==> config.mk <==
export PLATFORM = sky130hd
export DESIGN_NAME = axi4_burst_master
export DESIGN_NICKNAME = d
export VERILOG_FILES = /design/src/rtl/axi4_burst_master.sv
export SDC_FILE = /design/constraint.sdc
export NUM_CORES = 1
export LEC_CHECK = 0
export CORE_ASPECT_RATIO = 0.6
export CORE_MARGIN = 4
export CORE_UTILIZATION = 29
export DETAILED_ROUTE_END_ITERATION = 8
export PLACE_DENSITY = 0.89
export SLEW_MARGIN = 5
export SYNTH_ARGS = -nofsm -noshare
export SYNTH_HDL_FRONTEND = slang
export SYNTH_SLANG_ARGS = --single-unit
==> constraint.sdc <==
create_clock -name ACLK -period 1.5 [get_ports ACLK]
set_input_delay 0.15 -clock ACLK [delete_from_list [all_inputs] [get_ports ACLK]]
set_output_delay 0.15 -clock ACLK [all_outputs]
set_load 0.005 [all_outputs]
==> src/rtl/axi4_burst_master.sv <==
// Single-outstanding AXI4 burst master.
// Accepts one command (direction, start address, AXI LEN) on a valid/ready
// port, issues the AW/AR request, streams write beats from wr_* or read beats
// to rd_*, and reports completion with a one-cycle done pulse plus resp.
// Ports:
//   ACLK, ARESTN                   clock, synchronous active-low reset
//   cmd_valid/ready/write/addr/len command request
//   wr_data/wr_valid/wr_ready      write beat stream in
//   rd_data/rd_valid               read beat stream out (no backpressure)
//   done, resp                     completion pulse and final response
//   AW*/W*/B*/AR*/R*               AXI4 master channels
module axi4_burst_master #(
  parameter int unsigned DATA_WIDTH = 32,
  parameter int unsigned ADDR_WIDTH = 16
) (
  input  logic                  ACLK,
  input  logic                  ARESTN,
  input  logic                  cmd_valid,
  output logic                  cmd_ready,
  input  logic                  cmd_write,
  input  logic [ADDR_WIDTH-1:0] cmd_addr,
  input  logic [7:0]            cmd_len,
  input  logic [DATA_WIDTH-1:0] wr_data,
  input  logic                  wr_valid,
  output logic                  wr_ready,
  output logic [DATA_WIDTH-1:0] rd_data,
  output logic                  rd_valid,
  output logic                  done,
  output logic [1:0]            resp,
  output logic [ADDR_WIDTH-1:0] AWADDR,
  output logic [7:0]            AWLEN,
  output logic [2:0]            AWSIZE,
  output logic                  AWVALID,
  input  logic                  AWREADY,
  output logic [DATA_WIDTH-1:0] WDATA,
  output logic                  WLAST,
  output logic                  WVALID,
  input  logic                  WREADY,
  input  logic [1:0]            BRESP,
  input  logic                  BVALID,
  output logic                  BREADY,
  output logic [ADDR_WIDTH-1:0] ARADDR,
  output logic [7:0]            ARLEN,
  output logic [2:0]            ARSIZE,
  output logic                  ARVALID,
  input  logic                  ARREADY,
  input  logic [DATA_WIDTH-1:0] RDATA,
  input  logic [1:0]            RRESP,
  input  logic                  RLAST,
  input  logic                  RVALID,
  output logic                  RREADY
);

  localparam logic [2:0] AXSIZE   = 3'($clog2(DATA_WIDTH / 8));
  localparam logic [7:0] CNT_MAX  = 8'hFF;
  localparam logic [1:0] RESP_OK  = 2'b00;
  localparam logic [1:0] RESP_ERR = 2'b10;

  typedef enum logic [2:0] {
    IDLE, WADDR, WDATA_S, WRESP, RADDR, RDATA_S
  } state_t;

  state_t                r_state, w_next;
  logic [ADDR_WIDTH-1:0] r_addr;
  logic [7:0]            r_len;
  logic [7:0]            r_count;
  logic [1:0]            r_resp;
  logic                  r_done, r_cmd_ready;
  logic                  r_awvalid, r_arvalid, r_bready, r_rready;
  logic                  w_accept, w_in_wdata, w_in_rdata, w_wbeat, w_rlast_err;

  assign w_accept    = cmd_valid && r_cmd_ready;
  assign w_in_wdata  = (r_state == WDATA_S);
  assign w_in_rdata  = (r_state == RDATA_S);
  assign w_wbeat     = w_in_wdata && wr_valid && WREADY;
  // Beat-count vs RLAST disagreement in either direction is a protocol error.
  assign w_rlast_err = (RLAST && (r_count != r_len)) || (!RLAST && (r_count == r_len));

  // Write-data and read-data paths are pure pass-through gated by state.
  assign WDATA    = wr_data;
  assign WVALID   = w_in_wdata && wr_valid;
  assign wr_ready = w_in_wdata && WREADY;
  assign WLAST    = WVALID && (r_count == r_len);
  assign rd_data  = RDATA;
  assign rd_valid = w_in_rdata && RVALID;

  assign cmd_ready = r_cmd_ready;
  assign done      = r_done;
  assign resp      = r_resp;
  assign AWADDR    = r_addr;
  assign AWLEN     = r_len;
  assign AWSIZE    = AXSIZE;
  assign AWVALID   = r_awvalid;
  assign BREADY    = r_bready;
  assign ARADDR    = r_addr;
  assign ARLEN     = r_len;
  assign ARSIZE    = AXSIZE;
  assign ARVALID   = r_arvalid;
  assign RREADY    = r_rready;

  // State register.
  always_ff @(posedge ACLK) begin
    if (!ARESTN) r_state <= IDLE;
    else         r_state <= w_next;
  end

  // Next-state logic.
  always_comb begin
    w_next = r_state;
    case (r_state)
      IDLE:    if (w_accept) w_next = cmd_write ? WADDR : RADDR;
      WADDR:   if (AWREADY) w_next = WDATA_S;
      WDATA_S: if (w_wbeat && (r_count == r_len)) w_next = WRESP;
      WRESP:   if (BVALID) w_next = IDLE;
      RADDR:   if (ARREADY) w_next = RDATA_S;
      RDATA_S: if (RVALID && RLAST) w_next = IDLE;
      default: w_next = IDLE;
    endcase
  end

  // Registered channel controls, beat counter and response tracking.
  always_ff @(posedge ACLK) begin
    if (!ARESTN) begin
      r_addr      <= '0;
      r_len       <= '0;
      r_count     <= '0;
      r_resp      <= RESP_OK;
      r_done      <= 1'b0;
      r_cmd_ready <= 1'b0;
      r_awvalid   <= 1'b0;
      r_arvalid   <= 1'b0;
      r_bready    <= 1'b0;
      r_rready    <= 1'b0;
    end else begin
      // Control outputs are decoded from the next state so they align with it.
      r_done      <= (r_state != IDLE) && (w_next == IDLE);
      r_cmd_ready <= (w_next == IDLE);
      r_awvalid   <= (w_next == WADDR);
      r_arvalid   <= (w_next == RADDR);
      r_bready    <= (w_next == WRESP);
      r_rready    <= (w_next == RDATA_S);
      case (r_state)
        IDLE: begin
          if (w_accept) begin
            r_addr  <= cmd_addr;
            r_len   <= cmd_len;
            r_count <= '0;
            r_resp  <= RESP_OK;
          end
        end
        WADDR:   if (AWREADY) r_count <= '0;
        WDATA_S: if (w_wbeat && (r_count != CNT_MAX)) r_count <= r_count + 8'd1;
        WRESP:   if (BVALID) r_resp <= BRESP;
        RADDR:   if (ARREADY) r_count <= '0;
        RDATA_S: begin
          if (RVALID) begin
            if (r_count != CNT_MAX) r_count <= r_count + 8'd1;
            // resp == OKAY doubles as "no error recorded yet" since it is
            // cleared on acceptance.
            if (w_rlast_err)                             r_resp <= RESP_ERR;
            else if ((r_resp == RESP_OK) && (RRESP != RESP_OK)) r_resp <= RRESP;
          end
        end
        default: ;
      endcase
    end
  end

endmodule
==> results of run 1 <==
-- state kept, by name, summed over array words and instances, names as in the netlist --
register,count
ARADDR,16
ARLEN,8
r_count,8
r_state,3
resp,2
ARVALID,1
AWVALID,1
BREADY,1
RREADY,1
cmd_ready,1
done,1
-- layout make-up --
cell class	instances	area, um^2
Timing Repair Buffer	163	1560
Clock inverter	2	12.5
Tap cell	130	163
Inverter	8	30.0
Fill cell	877	5030
Clock buffer	6	129
Multi-Input combinational cell	193	1390
Sequential cell	43	877
-- repair_timing --
action,CTS,global route
setup buffers,15,4
pin swaps,13,10
gates resized for setup,53,41
setup endpoints to repair,45,47
cloned,0,0
hold endpoints to repair,0,0
-- cells in the final DEF, fill, tap and decap left out, drive strengths merged, types with 2 or more instances in the layout --
| cell type | synthesis | final |
|---|---|---|
| o21ai | 14 | 14 |
| and3 | 4 | 4 |
| o221ai | 2 | 2 |
| nand4 | 3 | 3 |
| and4 | 2 | 2 |
| o211ai | 7 | 7 |
| a311oi | 2 | 2 |
| and3b | 4 | 4 |
| xnor2 | 8 | 8 |
| nor3b | 2 | 2 |
| nor3 | 3 | 3 |
| nand3 | 3 | 3 |
| nand2b | 3 | 3 |
| buf | 97 | 69 |
| nand2 | 55 | 55 |
| o41ai | 2 | 2 |
| conb | 2 | 6 |
| dfxtp | 43 | 43 |
| inv | 8 | 8 |
| nand4b | 2 | 2 |
| nand3b | 7 | 7 |
| o31ai | 2 | 2 |
| nor2 | 11 | 11 |
| and2 | 4 | 4 |
| a21oi | 30 | 30 |
| a211oi | 2 | 2 |
| clkdlybuf4s50 | 0 | 94 |
| clkbuf | 9 | 6 |
| o22ai | 2 | 2 |
-- critical path, cell delays in order, from the launching register on --
cell,delay (ps)
dfxtp_4,370
buf_12,130
nand3b_1,270
o211ai_1,290
buf_4,190
o21a_1,150
o31a_1,160
a211oi_2,40
-- final timing paths --
kind | start | to | slack [ps] | depth (start not counted)
min reg2reg | ARADDR[12] | ARADDR[12] | 480 | 2
max | r_state[1] | resp[0] | -220 | 7
max reg2reg | r_state[1] | resp[0] | -220 | 7
min | wr_data[1] | WDATA[1] | 300 | 0
-- where the power goes --
group	internal [W]	switching, W
logic	0.000774	0.000613
clock network	0.000615	0.000464
registers	0.00124	0.0000865
-- per-layer routing --
layer  global-route usage [%]  up-vias
met1                     19.5     1215
met5                        0        -
li1                         -     1206
met3                     8.29       15
met4                     2.89        0
met2                     20.4      161
-- cell families after synthesis --
logic type | Yosys count
AO/OA/AOI/OAI | 71
multiplexers | 1
other | 2
AND/OR/NAND/NOR | 106
XOR/XNOR | 8
buffers and inverters | 114
flip-flops | 43
adder cells (fa/ha/maj) | 1
-- metrics by stage --
stage	instance area (um^2)	setup TNS [ps]
final	4160	-5120
after global routing	4160	-8660
after CTS	3980	-1600
after detailed placement	3590	-4970
after global placement	3590	-3170
after floorplan	2790	-146
==> run metrics, run 1 <==
Die Y=83.4 um; vias in the first global route=2540; part of the cycle the worst path needs=115%; clk slew on worst S/H paths=70 ps; Hold WS=300 ps; top cells by area, synth=dfxtp_1 (31%), buf_4 (26%), nand2_1 (7.5%), a21oi_1 (5.5%), xnor2_1 (2.5%); total chip power=0.00379 W; Most used DFF post-synth=dfxtp_1; WL met2=3760 um; via count=2597; Inserted Clock Buffers=5; adder-cell share of the synthesized area=0.455%; top layer in use=met4; crit path kind=flop to flop; Finished Layout Cells=545; Req. time, crit path=1660 ps; Simple-Gate Fraction of Synth Area=20.0%; largest area contributor in the netlist=dfxtp_1; final wirelength=8850 um; Hold Vio Cnt, Final=0; total grt overflow=0; drt first pass iters=4; num ports=233; cts hold-fix bufs=0; GP Congestion=0.883; Placed Instances=521; Max Freq=0.581 GHz; core footprint=9190 um^2; largest net degree at the start of global routing=25; global-route wire length before repair=13200 um; Final nets=518; DR iter-0 viols=96; worst hold-check path type=input pin to primary output; wire per inst=16.2 um; sequential cell area fraction in the yosys report=31.3%; max_cap viols=0; # rows=27; total clock sinks=43; Tot GR Track Use=14.6%; clock skew=10.9 ps; ANT nets after route=0; Port Buffers=98; worst skew pair latency=290 ps; crit path max fanout=4; Peak VDD IR=543 uV; clk buf depth=2; largest family of logic cells by synthesized area=buffers and inverters; CTS Root Cell=clkbuf_16; Post-synth EDFFs=0; Final Slew Violations=0; FFs w/ async S/R, synth=0%; gate count of the mapped netlist=346; Residual DRC=0; Leakage=1.56 nW; CP arrival=1880 ps; failing checks=setup timing; Setup violations, final=42; Synth Area in Compound Gates=16.5%; Avg Inst Size Synth=7.94 um^2; min Tclk post-route=1720 ps; worst setup margin=-221 ps; utilization after layout=45.2%; share of the synthesized area in the top cell type=31.3%; top cells by count, synth=buf_4 (94), nand2_1 (55), dfxtp_1 (43); CTS tree=built; Setup crit end kind=flop; WL met1=3920 um; status=finished, violations left; RSZ-0062 raised after global routing=true; # H-tree levels=2; # diodes=0; CP Launch Type=flop; Starting Density=29.9%; top-count cell post-synth=buf_4; overall die area=11200 um^2; Ys Warns=0; layout cell share with drive strength beyond 1=33.7%; Area Overhead vs Synth=51.2%; xor and xnor area share after synthesis=2.55%; Die W=134 um; DR WL met3=1060 um; PwrDens=911 nW/um^2; Detail Placement HPWL=6240 um; vias per cell=4.77; multiplexer share of the synthesized area=0.364%; Yosys reg bits=43; Cell variety after synth=49; initial antenna violation count=0; Place WS=-359 ps; Post-Syn Area=2750 um^2
Power figures use the tool's default switching activity.
==> run 2, diff against run 1 <==
--- a/config.mk
+++ b/config.mk
@@ -9,6 +9,7 @@
 export CORE_MARGIN = 4
 export CORE_UTILIZATION = 29
 export DETAILED_ROUTE_END_ITERATION = 8
+export HOLD_SLACK_MARGIN = 0.06
 export PLACE_DENSITY = 0.89
 export SLEW_MARGIN = 5
 export SYNTH_ARGS = -nofsm -noshare
==> results of run 2 <==
Same layout as run 1: the final DEF is identical, and so are final timing and power.
==> run 3, diff against run 2 <==
--- a/config.mk
+++ b/config.mk
@@ -5,13 +5,13 @@
 export SDC_FILE = /design/constraint.sdc
 export NUM_CORES = 1
 export LEC_CHECK = 0
+export CAP_MARGIN = 20
 export CORE_ASPECT_RATIO = 0.6
 export CORE_MARGIN = 4
 export CORE_UTILIZATION = 29
 export DETAILED_ROUTE_END_ITERATION = 8
 export HOLD_SLACK_MARGIN = 0.06
 export PLACE_DENSITY = 0.89
-export SLEW_MARGIN = 5
 export SYNTH_ARGS = -nofsm -noshare
 export SYNTH_HDL_FRONTEND = slang
 export SYNTH_SLANG_ARGS = --single-unit
==> constraint.sdc (replaced) <==
create_clock -name ACLK -period 1.5 [get_ports ACLK]
set_input_delay 0.3 -clock ACLK [delete_from_list [all_inputs] [get_ports ACLK]]
set_output_delay 0.3 -clock ACLK [all_outputs]
set_load 0.005 [all_outputs]
==> run 3 against run 2 <==
  * Critical path depth grew 1
  * Cell area fell by 1.8%
  * Register-to-register slack got worse by 70 ps
  * Setup slack got worse by 65 ps
  * Final cell count decreased by 0.55%
  * Critical endpoint unchanged
  * The flow still finishes with violations (setup timing)
  * Largest power group is now sequential cells
  * Sequential cell count is the same
==> run metrics, run 3 (same netlist as run 1, synthesis figures left out) <==
FF-to-FF Start=r_state[1]; Setup crit start=r_state[1]; Leakage=1.69 nW; layout cell share with drive strength beyond 1=35.2%; failing checks=setup timing; Final Slew Violations=0; Psw=0.00109 W; vias per cell=4.63; Clock Power Share=29.0%; # diodes=0; Area Overhead vs Synth=48.5%; Setup violations, final=17; global-route wire length before repair=13000 um; num ports=233; Sw Share=29.4%; ANT nets after route=0; clock skew=4.39 ps; R2R Setup Slk=-290 ps; worst skew pair latency=280 ps; Die Y=83.4 um; Hold Path End=ARADDR[7]; cells on worst reg2reg path=8; CP dominant cell by count=buf_4; slowest stage cell, crit path=dfxtp_4; # rows=27; drt first pass iters=4; part of the cycle the worst path needs=119%; Tot GR Track Use=14.2%; core footprint=9190 um^2; Peak VDD IR=423 uV; internal power=0.00261 W; RSZ-0062 raised after global routing=true; PwrDens=905 nW/um^2; most common library cell in the layout ignoring fill and taps=clkdlybuf4s50_1; Sequential Power Share=35.9%; clk slew on worst S/H paths=60 ps; CP arrival=1950 ps; worst hold-check path type=flop to flop; max_cap viols=0; Final nets=516; final instance area=4080 um^2; worst setup margin=-286 ps; # H-tree levels=2; CP cell instances=buf_4 -> nand3b_1 -> buf_4 -> o211ai_1 -> buf_4 -> o21a_1 -> o31a_1 -> a211oi_2; Area after DPL=3610 um^2; Max Freq=0.560 GHz; crit path max fanout=5; total clock sinks=43; Port Buffers=98; WHS Path Cells=2; initial antenna violation count=0; Crit Reg-Reg Endpoint=resp[0]; clk buf depth=2; Inserted Clock Buffers=5; Die W=134 um; final wirelength=8390 um; Setup crit end kind=flop; Residual DRC=0; Hold Vio Cnt, Final=0; Largest register FFs=16; largest net degree at the start of global routing=25; total grt overflow=0; CTS tree=built; CP Launch Type=flop; most frequent cells in the layout=clkdlybuf4s50_1 (74), nand2_1 (52), buf_4 (49), a21oi_1 (29), dfxtp_2 (22); max incr delay on CP=360 ps; Detail Placement HPWL=6320 um; DR iter-0 viols=94; vias in the first global route=2555; GP Congestion=0.889; overall die area=11200 um^2; status=finished, violations left; Hold WS=472 ps; Comb pwr share=35.1%; Starting Density=29.9%; crit path kind=flop to flop; via count=2509; wire per inst=15.5 um; min Tclk post-route=1790 ps; Req. time, crit path=1660 ps; CTS Root Cell=clkbuf_16; min-delay src=ARADDR[7]
[run 3: cell count changes in the layout (fill, tap and decap cells not counted), moves of 3 or more]
cell	change
a21oi_1	+14
a21oi_2	-14
buf_12	-3
buf_4	-4
buf_6	+5
clkdlybuf4s50_1	-20
dfxtp_1	-18
dfxtp_2	+18
dlygate4sd2_1	+17
dlymetal6s2s_1	+3
[run 3: power groups by stage]
stage	registers [W]	logic (W)	clock network, W
floorplan	0.00133	0.000650	0
global placement	0.00133	0.00111	0
detailed placement	0.00133	0.00113	0
CTS	0.00132	0.00117	0.00112
global route	0.00134	0.00139	0.00118
finish	0.00133	0.00130	0.00107
[run 3: final cells by class]
type | count | area (um^2)
Clock buffer | 6 | 139
Timing Repair Buffer | 161 | 1510
Fill cell | 897 | 5110
Tap cell | 130 | 163
Sequential cell | 43 | 900
Multi-Input combinational cell | 193 | 1340
Inverter | 8 | 30.0
Clock inverter | 1 | 5.00
[run 3: stage by stage]
step	setup WS (ps)	util (%)	setup TNS, ps	total power [W]	cells
final	-286	44.4	-2220	0.00370	542
after global routing	-347	44.4	-5110	0.00391	542
after CTS	-209	42.5	-1360	0.00361	537
after detailed placement	-578	39.3	-11290	0.00246	526
after global placement	-490	39.3	-11010	0.00245	526
after floorplan	-64.2	-	-146	0.00198	350
[run 3: how the worst max path moves through the flow]
stage | end | cells after the start | slack [ps]
after floorplan | r_count[7] | 6 | -60
after global placement | r_count[7] | 6 | -490
after detailed placement | r_count[7] | 6 | -580
after CTS | r_count[7] | 6 | -210
after global routing | resp[0] | 8 | -350
final | resp[0] | 8 | -290
[run 3: layer usage]
layer	part of all wire [%]	wire length (um)	GRT usage, %
met2	44	3650	20.9
met4	0.11	9	0.934
met1	46	3870	19.3
met3	10	859	7.57
met5	0	0	0
[run 3: what timing repair did]
action / 4_1_cts / 5_1_grt
hold buffers: 0 / 0
resized for setup: 83 / 42
endpoints found under the setup margin: 34 / 63
setup buffers: 6 / 6
cloned: 0 / 0
pin swaps: 16 / 8
[run 3: critical path, delay by kind of cell, from the launching register on]
family,cells,cell delay (ps)
flip-flops,1,360
AND/OR/NAND/NOR,1,240
AO/OA/AOI/OAI,4,560
buffers and inverters,3,500
